==> src/rtl/div_arb_pkg.sv <==
// div_arb_pkg: op encodings, arbiter FSM states and the result-cache entry shared by div_arbiter.
package div_arb_pkg;
  localparam logic [1:0] OP_DIV  = 2'b00;
  localparam logic [1:0] OP_DIVU = 2'b01;
  localparam logic [1:0] OP_REM  = 2'b10;
  localparam logic [1:0] OP_REMU = 2'b11;
  typedef enum logic [1:0] {
    IDLE  = 2'd0,
    ISSUE = 2'd1,
    WAIT  = 2'd2,
    RESP  = 2'd3
  } state_e;
  typedef struct packed {
    logic [31:0] divident;
    logic [31:0] divisor;
    logic [1:0]  op;
    logic [31:0] result;
    logic        dbz;
    logic        valid;
  } cache_t;
endpackage

==> src/rtl/div_arbiter_rr_picker.sv <==
// rr_picker: combinational round-robin picker; grants the first set request at or after ptr_i, wrapping.
module rr_picker #(
  parameter int N     = 2,
  parameter int IDX_W = $clog2(N)
) (
  input  logic [N-1:0]     req_i,
  input  logic [IDX_W-1:0] ptr_i,
  output logic [N-1:0]     gnt_o,
  output logic [IDX_W-1:0] idx_o,
  output logic             any_o
);
  always_comb begin
    idx_o = '0;
    for (int k = N - 1; k >= 0; k--)
      if (req_i[(int'(ptr_i) + k) % N]) idx_o = IDX_W'((int'(ptr_i) + k) % N);
  end
  assign any_o = |req_i;
  assign gnt_o = any_o ? N'(1) << idx_o : '0;
endmodule

==> src/rtl/div_arbiter.sv <==
// div_arbiter: round-robin sharing of one radix-2 divider among NUM_REQ requesters.
// Define DIV_ARB_RESULT_CACHE_EN to add a one-entry result cache that bypasses the divider on repeats.
module div_arbiter
  import div_arb_pkg::*;
#(
  parameter int NUM_REQ = 2,
  parameter int IDX_W   = $clog2(NUM_REQ)
) (
  input  logic                  clk,
  input  logic                  reset,
  input  logic [NUM_REQ-1:0]    req_valid_i,
  output logic [NUM_REQ-1:0]    req_ready_o,
  input  logic [32*NUM_REQ-1:0] req_divident_i,
  input  logic [32*NUM_REQ-1:0] req_divisor_i,
  input  logic [2*NUM_REQ-1:0]  req_op_i,
  output logic [NUM_REQ-1:0]    resp_valid_o,
  output logic [31:0]           resp_result_o,
  output logic                  resp_dbz_o,
  output logic                  div_ce_o,
  output logic [31:0]           div_divident_o,
  output logic [31:0]           div_divisor_o,
  output logic [1:0]            div_op_o,
  output logic                  div_valid_o,
  input  logic [31:0]           div_result_i,
  input  logic                  div_ready_i,
  input  logic                  div_dbz_i
);
  localparam logic [1:0] S_IDLE  = IDLE;
  localparam logic [1:0] S_ISSUE = ISSUE;
  localparam logic [1:0] S_WAIT  = WAIT;
  localparam logic [1:0] S_RESP  = RESP;
  logic [1:0]         state_q, state_d;
  logic [IDX_W-1:0]   rr_ptr_q, rr_ptr_d, grant_idx_q, grant_idx_d, pick_idx;
  logic [NUM_REQ-1:0] pick_gnt;
  logic               pick_any;
  logic [31:0]        divident_q, divident_d, divisor_q, divisor_d;
  logic [1:0]         op_q, op_d;
  logic               valid_q, valid_d;
  logic [31:0]        result_q, result_d;
  logic               dbz_q, dbz_d;
  logic [31:0]        sel_divident, sel_divisor, hit_result;
  logic [1:0]         sel_op;
  logic               hit, hit_dbz;
  rr_picker #(.N(NUM_REQ), .IDX_W(IDX_W)) u_pick (
    .req_i (req_valid_i),
    .ptr_i (rr_ptr_q),
    .gnt_o (pick_gnt),
    .idx_o (pick_idx),
    .any_o (pick_any)
  );
  assign sel_divident = req_divident_i[32*pick_idx +: 32];
  assign sel_divisor  = req_divisor_i[32*pick_idx +: 32];
  assign sel_op       = req_op_i[2*pick_idx +: 2];
`ifdef DIV_ARB_RESULT_CACHE_EN
  cache_t cache_q;
  assign hit = cache_q.valid && cache_q.divident == sel_divident &&
               cache_q.divisor == sel_divisor && cache_q.op == sel_op;
  assign hit_result = cache_q.result;
  assign hit_dbz    = cache_q.dbz;
  // RESP always holds the operands and result of the request just served, hit or not.
  always_ff @(posedge clk)
    if (reset) cache_q <= '0;
    else if (state_q == S_RESP)
      cache_q <= '{divident: divident_q, divisor: divisor_q, op: op_q,
                   result: result_q, dbz: dbz_q, valid: 1'b1};
`else
  assign hit        = 1'b0;
  assign hit_result = '0;
  assign hit_dbz    = 1'b0;
`endif
  always_comb begin
    state_d     = state_q;
    rr_ptr_d    = rr_ptr_q;
    grant_idx_d = grant_idx_q;
    divident_d  = divident_q;
    divisor_d   = divisor_q;
    op_d        = op_q;
    valid_d     = valid_q;
    result_d    = result_q;
    dbz_d       = dbz_q;
    if (state_q == S_IDLE && pick_any) begin
      grant_idx_d = pick_idx;
      divident_d  = sel_divident;
      divisor_d   = sel_divisor;
      op_d        = sel_op;
      state_d     = hit ? S_RESP : S_ISSUE;
      valid_d     = !hit;
      result_d    = hit ? hit_result : result_q;
      dbz_d       = hit ? hit_dbz : dbz_q;
    end
    // valid drops with div_ready so the divider never sees a restart the cycle after done.
    if (state_q == S_ISSUE || state_q == S_WAIT) begin
      state_d  = div_ready_i ? S_RESP : S_WAIT;
      valid_d  = !div_ready_i;
      result_d = div_ready_i ? div_result_i : result_q;
      dbz_d    = div_ready_i ? div_dbz_i : dbz_q;
    end
    if (state_q == S_RESP) begin
      state_d  = S_IDLE;
      rr_ptr_d = grant_idx_q == IDX_W'(NUM_REQ - 1) ? '0 : grant_idx_q + 1'b1;
    end
  end
  always_ff @(posedge clk)
    if (reset) begin
      state_q     <= S_IDLE;
      rr_ptr_q    <= '0;
      grant_idx_q <= '0;
      divident_q  <= '0;
      divisor_q   <= '0;
      op_q        <= '0;
      valid_q     <= 1'b0;
      result_q    <= '0;
      dbz_q       <= 1'b0;
    end else begin
      state_q     <= state_d;
      rr_ptr_q    <= rr_ptr_d;
      grant_idx_q <= grant_idx_d;
      divident_q  <= divident_d;
      divisor_q   <= divisor_d;
      op_q        <= op_d;
      valid_q     <= valid_d;
      result_q    <= result_d;
      dbz_q       <= dbz_d;
    end
  assign req_ready_o    = (state_q == S_IDLE && !reset) ? pick_gnt : '0;
  assign resp_valid_o   = (state_q == S_RESP && !reset) ? NUM_REQ'(1) << grant_idx_q : '0;
  assign resp_result_o  = result_q;
  assign resp_dbz_o     = dbz_q;
  assign div_ce_o       = 1'b1;
  assign div_divident_o = divident_q;
  assign div_divisor_o  = divisor_q;
  assign div_op_o       = op_q;
  assign div_valid_o    = valid_q;
endmodule

==> config.mk <==
export PLATFORM = sky130hd
export DESIGN_NAME = div_arbiter
export DESIGN_NICKNAME = d
export VERILOG_FILES = /design/src/rtl/div_arb_pkg.sv /design/src/rtl/div_arbiter_rr_picker.sv /design/src/rtl/div_arbiter.sv
export SDC_FILE = /design/constraint.sdc
export NUM_CORES = 1
export LEC_CHECK = 0
export ABC_AREA = 1
export ABC_CLOCK_PERIOD_IN_PS = 1800
export BUFFER_PORTS_ARGS = -buffer_cell sky130_fd_sc_hd__buf_2
export CELL_PAD_IN_SITES_DETAIL_PLACEMENT = 1
export CELL_PAD_IN_SITES_GLOBAL_PLACEMENT = 1
export CORE_MARGIN = 2
export CORE_UTILIZATION = 30
export CTS_BUF_LIST = sky130_fd_sc_hd__clkbuf_8
export DETAILED_ROUTE_END_ITERATION = 6
export PLACE_DENSITY_LB_ADDON = 0.1
export SYNTH_ARGS = -nofsm -noshare
export SYNTH_HDL_FRONTEND = slang
export SYNTH_HIERARCHICAL = 1
export SYNTH_SLANG_ARGS = --single-unit
export TNS_END_PERCENT = 10
==> constraint.sdc <==
create_clock -name clk -period 1.8 [get_ports clk]
set_input_delay 0 -clock clk [delete_from_list [all_inputs] [get_ports clk]]
set_output_delay 0 -clock clk [all_outputs]
set_load 0.01 [all_outputs]
==> impl_results.md, run 1 <==
* Clock tree sinks at 104
* Cells on worst reg2reg path at 6
* Syn avg cell area at 6.48 µm²
* Static Leak at 0.00451 µW
* Most frequent CP cell: nor2_1
* Vias/cell at 4.48
* Clock share of power at 0.161
* Worst skew pair latency at 0.39 ns
* Via count at 6222
* R2R Path Start: state_q[0]$_SDFFE_PP0P_
* Post-placement cell area at 6370 µm²
* Final wirelength at 20.5 mm
* Post-synthesis register bit count at 104
* Final ANT Viol Nets at 0
* Initial core utilization at 0.307
* Setup CP Type: register to register
* Max Slew Vio Count at 0
* Switching part of the total at 0.421
* Die W at 132 µm
* CP startpoint: state_q[0]$_SDFFE_PP0P_
* Place WS at 0.248 ns
* Worst path required time at 2.12 ns
* Maximum clock path buffer count at 2
* Setup slack after layout at 0.228 ns
* Critical Path, Cell by Cell: inv_1 -> ha_1 -> nand2_1 -> inv_2 -> nor2_1 -> nor2_1
* Synth cell types at 20
* Status: completed
* Cell count of the worst hold path at 4
* Critical Path End Type: register
* Post-CTS sizing at 0
* Peak VDD IR at 0.787 mV
* Crit-path slowest cell: inv_2
* Pin count of the biggest net entering global routing at 68
* Share of cells above drive strength 1 at 0.261
* First drt pass iteration count at 4
* CP max FO at 33
* Met1 WL at 8.30 mm
* Mapped Cells at 753
* Drt drc at 0
* DP HPWL at 11.7 mm
* Max Clk Rate at 636 MHz
* CTS Hold Bufs at 166
* 1st-iter DRT viols at 235
* Gr usage total at 0.238
* Worst-Margin Slew at 0.578 ns
* Synth top area cells: dfxtp_1, nand2_1, inv_1
* WL/cell at 14.7 µm
* Register area share after synthesis at 0.427
* Sequential power share at 0.351
* Nets@finish at 1338
* Combinational Power Share at 0.488
* Met3 Wirelength at 1.05 mm
* # Max-Cap Violations at 0
* Top cell type's share of synthesized area at 0.427
* Hold WC Path Type: primary input to register
* Vias in the first global route at 6600
* IO Pins at 275
* CP max stage delay at 0.44 ns
* DR WL met2 at 10.1 mm
* Number of synthesized flops with an enable pin at 0
* Gpl congestion at 0.710
* Row Count at 46
* CTS Root Buffer Type: clkbuf_8
* Post-CTS Setup Repair Bufs at 0
* Syn-to-layout area delta at 69.2%
* Post-route setup TNS at 0 ns
* Die height at 132 µm
* Area leader, netlist: dfxtp_1
* Pint at 5770 µW
* Num CTS Buffers at 9
* Initial antenna violation count at 1
* H-tree level count at 3
* Crit start category: register
* Worst Path Arrival at 1.90 ns
* Setup-failing EPs final at 0
* Synth Flop Type: dfxtp_1
* Syn. warnings at 6
* Final period util at 0.874
* First-pass GRT wire length at 33.3 mm
* Die area at 17300 µm²
* Power Density at 1210 nW/µm²
* Net Switching at 4190 µW
* TritonCTS clock tree: done
* Normalized max-slew margin at 0.614
* Synthesized area at 4880 µm²
* Syn_nets at 925
* Total grt overflow at 0
* Ys async rst share at 0
* Final Hold Vio Count at 0
* Core area at 15900 µm²
* Finished Cell Area at 8260 µm²
* Filler Cells Inserted at 2116
* Reg clk slew, reported paths at 0.11 ns
* Clk_skew at 0.0184 ns
* Most frequent cells after synthesis: nand2_1, inv_1, dfxtp_1, nor2_1, a21oi_1
* Top sig layer: met4
* Tmin final at 1.57 ns
* Hold WS at 0.180 ns
* Hold wc startpoint: reset
* Port-buffer cells at 273
* RSZ-0062 raised after global routing: no
* Count leader, synth: nand2_1
## sequential cells by signal, summed over array words and instances (netlist names)
register and flops:
div_divisor_o 32, resp_dbz_o 1, resp_result_o 32, grant_idx_q 1
state_q 2, div_valid_o 1, rr_ptr_q 1, div_divident_o 32
div_op_o 2
## cell usage in the layout (no fill, tap or decap), drive strengths merged
cell type	synthesis	final
and3	2	2
diode	0	2
conb	1	1
a21boi	1	1
o21ai	36	36
inv	143	144
nor2	74	74
ha	2	2
bufinv	0	1
clkbuf	14	11
nand2	206	206
a21oi	70	70
clkinvlp	0	1
buf	34	284
nand3	66	66
clkinv	0	2
dlygate4sd3	0	166
dfxtp	104	104
## power by group through the flow
| stage | sequential (µW) | clock, µW | combinational (µW) |
|---|---|---|---|
| floorplan | 3930 | 0 | 2420 |
| CTS | 3490 | 1680 | 4840 |
| finish | 3490 | 1600 | 4860 |
| detailed placement | 3540 | 0 | 4540 |
| global route | 3600 | 1770 | 5470 |
| global placement | 3530 | 0 | 4480 |
## through the flow
| step | utilization | power (µW) | cells |
|---|---|---|---|
| after global routing | 0.520 | 10800 | 1388 |
| after global placement | 0.401 | 8010 | 1205 |
| after detailed placement | 0.401 | 8090 | 1205 |
| after floorplan | - | 6340 | 753 |
| after CTS | 0.519 | 10000 | 1387 |
| final | 0.520 | 9960 | 1389 |
## final timing paths
| kind | endpoint | slack [ns] |
|---|---|---|
| setup / recovery | resp_result_o[14]$_SDFFE_PP0P_ | 0.23 |
| hold / removal | div_valid_o$_SDFFE_PP0P_ | 0.18 |
| setup reg to reg | resp_result_o[14]$_SDFFE_PP0P_ | 0.23 |
| hold reg to reg | resp_result_o[26]$_SDFFE_PP0P_ | 0.49 |
## critical path: cells and delay by family, from the launching register on
kind / cells / cell delay, ns
adder cells (fa/ha/maj): 1 / 0.31
flip-flops: 1 / 0.37
AND/OR/NAND/NOR: 3 / 0.34
buffers and inverters: 2 / 0.49
## layout make-up
class / instances / area (µm²) / share of cell area
flip-flops and latches: 104 / 2080 / 0.252
multi-input cells: 458 / 1970 / 0.239
repair buffers: 450 / 3170 / 0.384
clock buffers: 11 / 151 / 0.0183
inverters: 143 / 537 / 0.0650
well taps: 216 / 270 / 0.0327
clock inverters: 5 / 63.8 / 0.00773
diodes: 2 / 5.00 / 0.000606
## layer usage
metal / global-route usage / vias to the layer above
met2: 0.418 / 217
met4: 0.135 / 0
met5: 0 / -
met1: 0.266 / 2848
met3: 0.0521 / 73
li1: - / 3084
## cells by family after synthesis
logic type | synth area share
adders and majority gates | 0.00513
buffers and inverters | 0.171
AOI/OAI and AO/OA | 0.110
other | 0.000768
DFF | 0.427
and+or+nand+nor | 0.286
Note: power is estimated with default switching activity, not from simulation.
==> run 2: changes to the inputs <==
==> constraint.sdc (replaced) <==
create_clock -name clk -period 1.8 [get_ports clk]
set_input_delay 0 -clock clk [delete_from_list [all_inputs] [get_ports clk]]
set_output_delay 0 -clock clk [all_outputs]
set_load 0.1 [all_outputs]
==> run 2 against run 1 <==
Effect of this change:
- cell count barely moved
- sequential cell count stayed put
- clock power down 4%
- worst setup slack worse by 0.020 ns
- via count fell by 0.39%
- design area down 0.23%
- clock skew increased by 0.0017 ns
- worst hold slack worse by 0.14 ns
- total power up 52%
- largest cell class unchanged
- critical path type is now register to output port
- wire length fell by 0.88%
- utilization fell by 0.12 points
- maximum frequency is 1.2% lower
==> impl_results.md, run 2 (synthesis gave the netlist of run 1 again) <==
* Crit start category: register
* Peak VDD IR at 0.863 mV (+9.6%)
* Normalized max-slew margin at 0.619 (+0.00449)
* Core area at 15900 µm² (unchanged)
* Final wirelength at 20.3 mm (-0.88%)
* Max Clk Rate at 628 MHz (-1.2%)
* Die W at 132 µm (unchanged)
* Finished Cell Area at 8240 µm² (-0.23%)
* Flop-to-flop setup slack at 0.28 ns (+0.05 ns)
* CTS Root Buffer Type: clkbuf_8
* Final ANT Viol Nets at 0 (unchanged)
* Cells on worst reg2reg path at 6 (unchanged)
* Hold wc startpoint: reset
* Total grt overflow at 0 (unchanged)
* 1st-iter DRT viols at 208 (-11%)
* First-pass GRT wire length at 32.7 mm (-2.0%)
* WL/cell at 14.6 µm (-0.95%)
* CP startpoint: rr_ptr_q$_SDFFE_PP0N_
* Reg clk slew, reported paths at 0.11 ns (about the same)
* # Max-Cap Violations at 0 (unchanged)
* Via count at 6198 (-0.39%)
* Gpl congestion at 0.712 (+0.32%)
* WP buf/inv at 2 (unchanged)
* Drt drc at 0 (unchanged)
* Critical Path, Cell by Cell: inv_1 -> a21oi_1 -> and3_1 -> buf_2
* Maximum clock path buffer count at 2 (unchanged)
* # placed instances at 1206 (+0.083%)
* Hold path endpoint: rr_ptr_q$_SDFFE_PP0N_
* Vias in the first global route at 6476 (-1.9%)
* Static Leak at 0.00451 µW (-0.11%)
* IO Pins at 275 (unchanged)
* Final period util at 0.884 (+0.0109)
* Hold WC Path Type: primary input to register
* Post-CTS Setup Repair Bufs at 0 (unchanged)
* Max Slew Vio Count at 0 (unchanged)
* Critical path's top delay family: buffers and inverters
* RSZ-0062 raised after global routing: no
* Port-buffer cells at 273 (unchanged)
* Status: completed
* Clock tree sinks at 104 (unchanged)
* Most frequent cells in the layout: buf_2, nand2_1, dlygate4sd3_1, inv_1, dfxtp_1
* CP max stage delay at 0.43 ns (about the same)
* Worst Path Arrival at 1.59 ns (-0.31 ns)
* Die area at 17300 µm² (unchanged)
* Gr usage total at 0.234 (-0.00423)
* FF-to-FF End: resp_result_o[2]$_SDFFE_PP0P_
* Worst path required time at 1.80 ns (-0.32 ns)
* Filler Cells Inserted at 2132 (+0.76%)
* Row Count at 46 (unchanged)
* Post-placement cell area at 6370 µm² (about the same)
* First drt pass iteration count at 4 (unchanged)
* Tmin final at 1.59 ns (+0.0195 ns)
* Pin count of the biggest net entering global routing at 68 (unchanged)
* Post-route insts no fill at 1390 (+0.072%)
* Cell count of the worst hold path at 4 (unchanged)
* Setup-failing EPs final at 0 (unchanged)
* Final Hold Vio Count at 0 (unchanged)
* Die height at 132 µm (unchanged)
* CP max FO at 3 (-91%)
* TritonCTS clock tree: done
* Vias/cell at 4.46 (-0.46%)
* Worst skew pair latency at 0.38 ns (about the same)
* Multi-input gate area at 1970 µm² (unchanged)
* Clk_skew at 0.0201 ns (+0.00170 ns)
* Nets@finish at 1339 (+0.075%)
* Num CTS Buffers at 9 (unchanged)
* Initial core utilization at 0.307 (unchanged)
* DP HPWL at 11.4 mm (-1.9%)
* Share of cells above drive strength 1 at 0.261 (about the same)
* H-tree level count at 3 (unchanged)
* Worst-Margin Slew at 0.571 ns (-0.00673 ns)
* Setup CP Type: register to output port
* Power Density at 1830 nW/µm² (+52%)
* Initial antenna violation count at 2 (+1)
* Syn-to-layout area delta at 68.8%
* Register area at 2080 µm² (unchanged)
* Crit-path slowest cell: buf_2
* Critical Path End Type: output port
* Most common cell after layout, fill and taps aside: buf_2
* R2R Path Start: state_q[0]$_SDFFE_PP0P_
* Core Util, Final at 0.519 (-0.00118)
* WP depth at 4 (-2)
## run 2: cell count changes in the layout (fill, tap and decap cells not counted), sizes merged
cell and delta:
buf +1, clkinvlp +1, clkinv -2, inv +3
clkbuf -2
## run 2: worst max path at each step
stage	end
detailed placement	resp_result_o[2]$_SDFFE_PP0P_
global route	resp_dbz_o$_SDFFE_PP0P_
finish	req_ready_o[1]
floorplan	resp_valid_o[0]
CTS	req_ready_o[1]
global placement	resp_result_o[24]$_SDFFE_PP0P_
## run 2: metal layers
layer	GRT usage	vias to the layer above	wire [µm]
met5	0	-	0
met4	0.134	0	1050
met3	0.0559	73	1150
met2	0.413	219	9910
met1	0.255	2820	8180
li1	-	3086	-
## run 2: metrics by stage
step / hold WS, ns / setup TNS (ns) / setup WS [ns] / power, µW
after floorplan: 0.148 / -0.0338 / -0.0169 / 11600
after global placement: 0.242 / 0 / 0.314 / 13300
after detailed placement: 0.258 / 0 / 0.251 / 13300
after CTS: 0.0154 / 0 / 0.165 / 15200
after global routing: 0.0470 / 0 / 0.115 / 16000
final: 0.0405 / 0 / 0.208 / 15100
## run 2: cell type report
type,count,area share
Antenna cell,2,0.000608
Clock buffer,9,0.0150
Clock inverter,7,0.00942
Inverter,143,0.0652
Multi-Input combinational cell,458,0.240
Sequential cell,104,0.253
Tap cell,216,0.0328
Timing Repair Buffer,451,0.385
## run 2: worst reg2reg max path: stages, from the launching register on
cell and delay, ns:
dfxtp_1 0.37, inv_1 0.05, ha_1 0.30, nand2_1 0.08, inv_2 0.43, nor2_1 0.10
nor2_1 0.12
## run 2: where the power goes
group | leakage, µW | internal (µW) | switching (µW)
logic | 0.00355 | 1890 | 8170
registers | 0.000861 | 3120 | 378
clock network | 0.0000996 | 659 | 880
## run 2: what timing repair did
action,in CTS,in global routing
gates resized for setup,0,0
hold buffers,166,0
hold endpoints to repair,100,0
==> run 3: changes to the inputs <==
--- a/config.mk
+++ b/config.mk
@@ -10,9 +10,9 @@
 export BUFFER_PORTS_ARGS = -buffer_cell sky130_fd_sc_hd__buf_2
 export CELL_PAD_IN_SITES_DETAIL_PLACEMENT = 1
 export CELL_PAD_IN_SITES_GLOBAL_PLACEMENT = 1
+export CORE_ASPECT_RATIO = 1.2
 export CORE_MARGIN = 2
-export CORE_UTILIZATION = 30
-export CTS_BUF_LIST = sky130_fd_sc_hd__clkbuf_8
+export CORE_UTILIZATION = 29
 export DETAILED_ROUTE_END_ITERATION = 6
 export PLACE_DENSITY_LB_ADDON = 0.1
 export SYNTH_ARGS = -nofsm -noshare
==> run 3 against run 2 <==
Effect of this change:
- the flow now finishes with violations (negative hold slack)
- design area grew 0.56%
- largest cell class unchanged
- clock power grew 36%
- total power grew 3.7%
- highest routed layer unchanged
- largest power group unchanged
- worst setup slack gained 0.039 ns
==> impl_results.md, run 3 (synthesis gave the netlist of run 1 again) <==
* Status: finished, violations left
* Failing checks: negative hold slack
* CTS Hold Bufs at 160 (-3.6%)
* Worst-Margin Slew at 0.558 ns (-0.0128 ns)
* Initial core utilization at 0.299 (-0.00847)
* Tmin final at 1.55 ns (-0.0389 ns)
* Post-CTS sizing at 0 (unchanged)
* Gr usage total at 0.227 (-0.00624)
* Max Clk Rate at 644 MHz (+2.5%)
* Filler Cells Inserted at 2174 (+2.0%)
* Syn-to-layout area delta at 69.8%
* TritonCTS clock tree: done
* CP max FO at 33 (+30)
* Die height at 146 µm (+11%)
* Normalized max-slew margin at 0.627 (+0.00852)
* CTS Root Buffer Type: clkbuf_16
* H-tree level count at 3 (unchanged)
* Maximum clock path buffer count at 2 (unchanged)
* 1st-iter DRT viols at 181 (-13%)
* Max Slew Vio Count at 0 (unchanged)
* Ant diodes at 0 (-2)
* Crit start category: register
* Most common cell after layout, fill and taps aside: buf_2
* Core area at 16300 µm² (+2.8%)
* Worst path required time at 2.08 ns (+0.28 ns)
* Hold WS at -0.00552 ns (-0.0461 ns)
* Drt drc at 0 (unchanged)
* Setup-failing EPs final at 0 (unchanged)
* Reg clk slew, reported paths at 0.07 ns (-0.04 ns)
* # placed instances at 1202 (-0.33%)
* Clk_skew at 0.00618 ns (-0.0139 ns)
* First-pass GRT wire length at 32.1 mm (-1.6%)
* Pin count of the biggest net entering global routing at 68 (unchanged)
* # Max-Cap Violations at 0 (unchanged)
* Worst Path Arrival at 1.83 ns (+0.24 ns)
* Via count at 6180 (-0.29%)
* Critical Path End Type: register
* Hold WC Path Type: primary input to register
* Power Density at 1890 nW/µm² (+3.1%)
* First drt pass iteration count at 4 (unchanged)
* Final Hold Vio Count at 1 (+1)
* Peak VDD IR at 0.640 mV (-26%)
* Post-route insts no fill at 1378 (-0.86%)
* Port-buffer cells at 273 (unchanged)
* Num CTS Buffers at 9 (unchanged)
* Share of cells above drive strength 1 at 0.263 (+0.00220)
* Final wirelength at 20.5 mm (+0.95%)
* Worst skew pair latency at 0.35 ns (-0.03 ns)
* Post-CTS Setup Repair Bufs at 0 (unchanged)
* Gpl congestion at 0.754 (+5.8%)
* Vias in the first global route at 6480 (+0.062%)
* Die W at 122 µm (-6.9%)
* IO Pins at 275 (unchanged)
* Final period util at 0.863 (-0.0216)
* Row Count at 51 (+11%)
* Vias/cell at 4.48 (+0.58%)
* Die area at 17900 µm² (+3.4%)
* Most frequent cells in the layout: buf_2, nand2_1, dlygate4sd3_1, inv_1, dfxtp_1
* DP HPWL at 12.1 mm (+5.7%)
* Static Leak at 0.00454 µW (+0.67%)
* Clock tree sinks at 104 (unchanged)
* Final ANT Viol Nets at 0 (unchanged)
* Nets@finish at 1333 (-0.45%)
* Setup CP Type: register to register
* RSZ-0062 raised after global routing: no
* Total grt overflow at 0 (unchanged)
* Final Power at 15700 µW (+3.7%)
* WL/cell at 14.9 µm (+1.8%)
* Initial antenna violation count at 0 (-2)
[run 3: layout make-up]
cell class,count,area [µm²],share of cell area
multi-input cells,458,1970,0.238
clock buffers,12,267,0.0322
inverters,143,537,0.0648
clock inverters,4,51.3,0.00619
well taps,212,265,0.0320
repair buffers,445,3110,0.375
flip-flops and latches,104,2080,0.251
[run 3: path summary, 6_finish.rpt]
path	slack, ns	end	from	cells after the start
min	-0.006	div_divident_o[6]$_SDFFE_PP0P_	req_divident_i[38]	5
min reg2reg	0.48	resp_result_o[31]$_SDFFE_PP0P_	resp_result_o[31]$_SDFFE_PP0P_	2
max reg2reg	0.25	resp_result_o[21]$_SDFFE_PP0P_	state_q[0]$_SDFFE_PP0P_	6
max	0.25	resp_result_o[21]$_SDFFE_PP0P_	state_q[0]$_SDFFE_PP0P_	6
[run 3: critical path, cell delays in order (launching register included)]
cell     delay (ns)
dfxtp_1        0.36
inv_1          0.05
ha_1           0.31
nand2_1        0.08
inv_2          0.42
nor2_1         0.09
nor2_1         0.16
[run 3: per-layer routing]
metal  global-route usage  share of wire  routed length, µm
met4                0.126          0.049                998
met5                    0              0                  0
met3               0.0543          0.067               1370
met2                0.409           0.50              10200
met1                0.239           0.38               7870
[run 3: where the power goes]
part / switching, µW / total [µW] / internal (µW)
combinational: 8180 / 10100 / 1890
sequential: 372 / 3500 / 3120
clock: 905 / 2100 / 1190
total: 9460 / 15700 / 6210
[run 3: stage by stage]
step / utilization / setup TNS, ns / setup WS [ns] / hold slack (ns) / cell area (µm²)
2_1_floorplan: - / -0.0338 / -0.0169 / 0.148 / 4880
3_3_place_gp: 0.390 / 0 / 0.292 / 0.245 / 6360
3_5_place_dp: 0.390 / 0 / 0.246 / 0.251 / 6360
4_1_cts: 0.507 / 0 / 0.222 / 0.000249 / 8280
5_1_grt: 0.507 / 0 / 0.106 / 0.0163 / 8280
6_report: 0.507 / 0 / 0.247 / -0.00552 / 8280
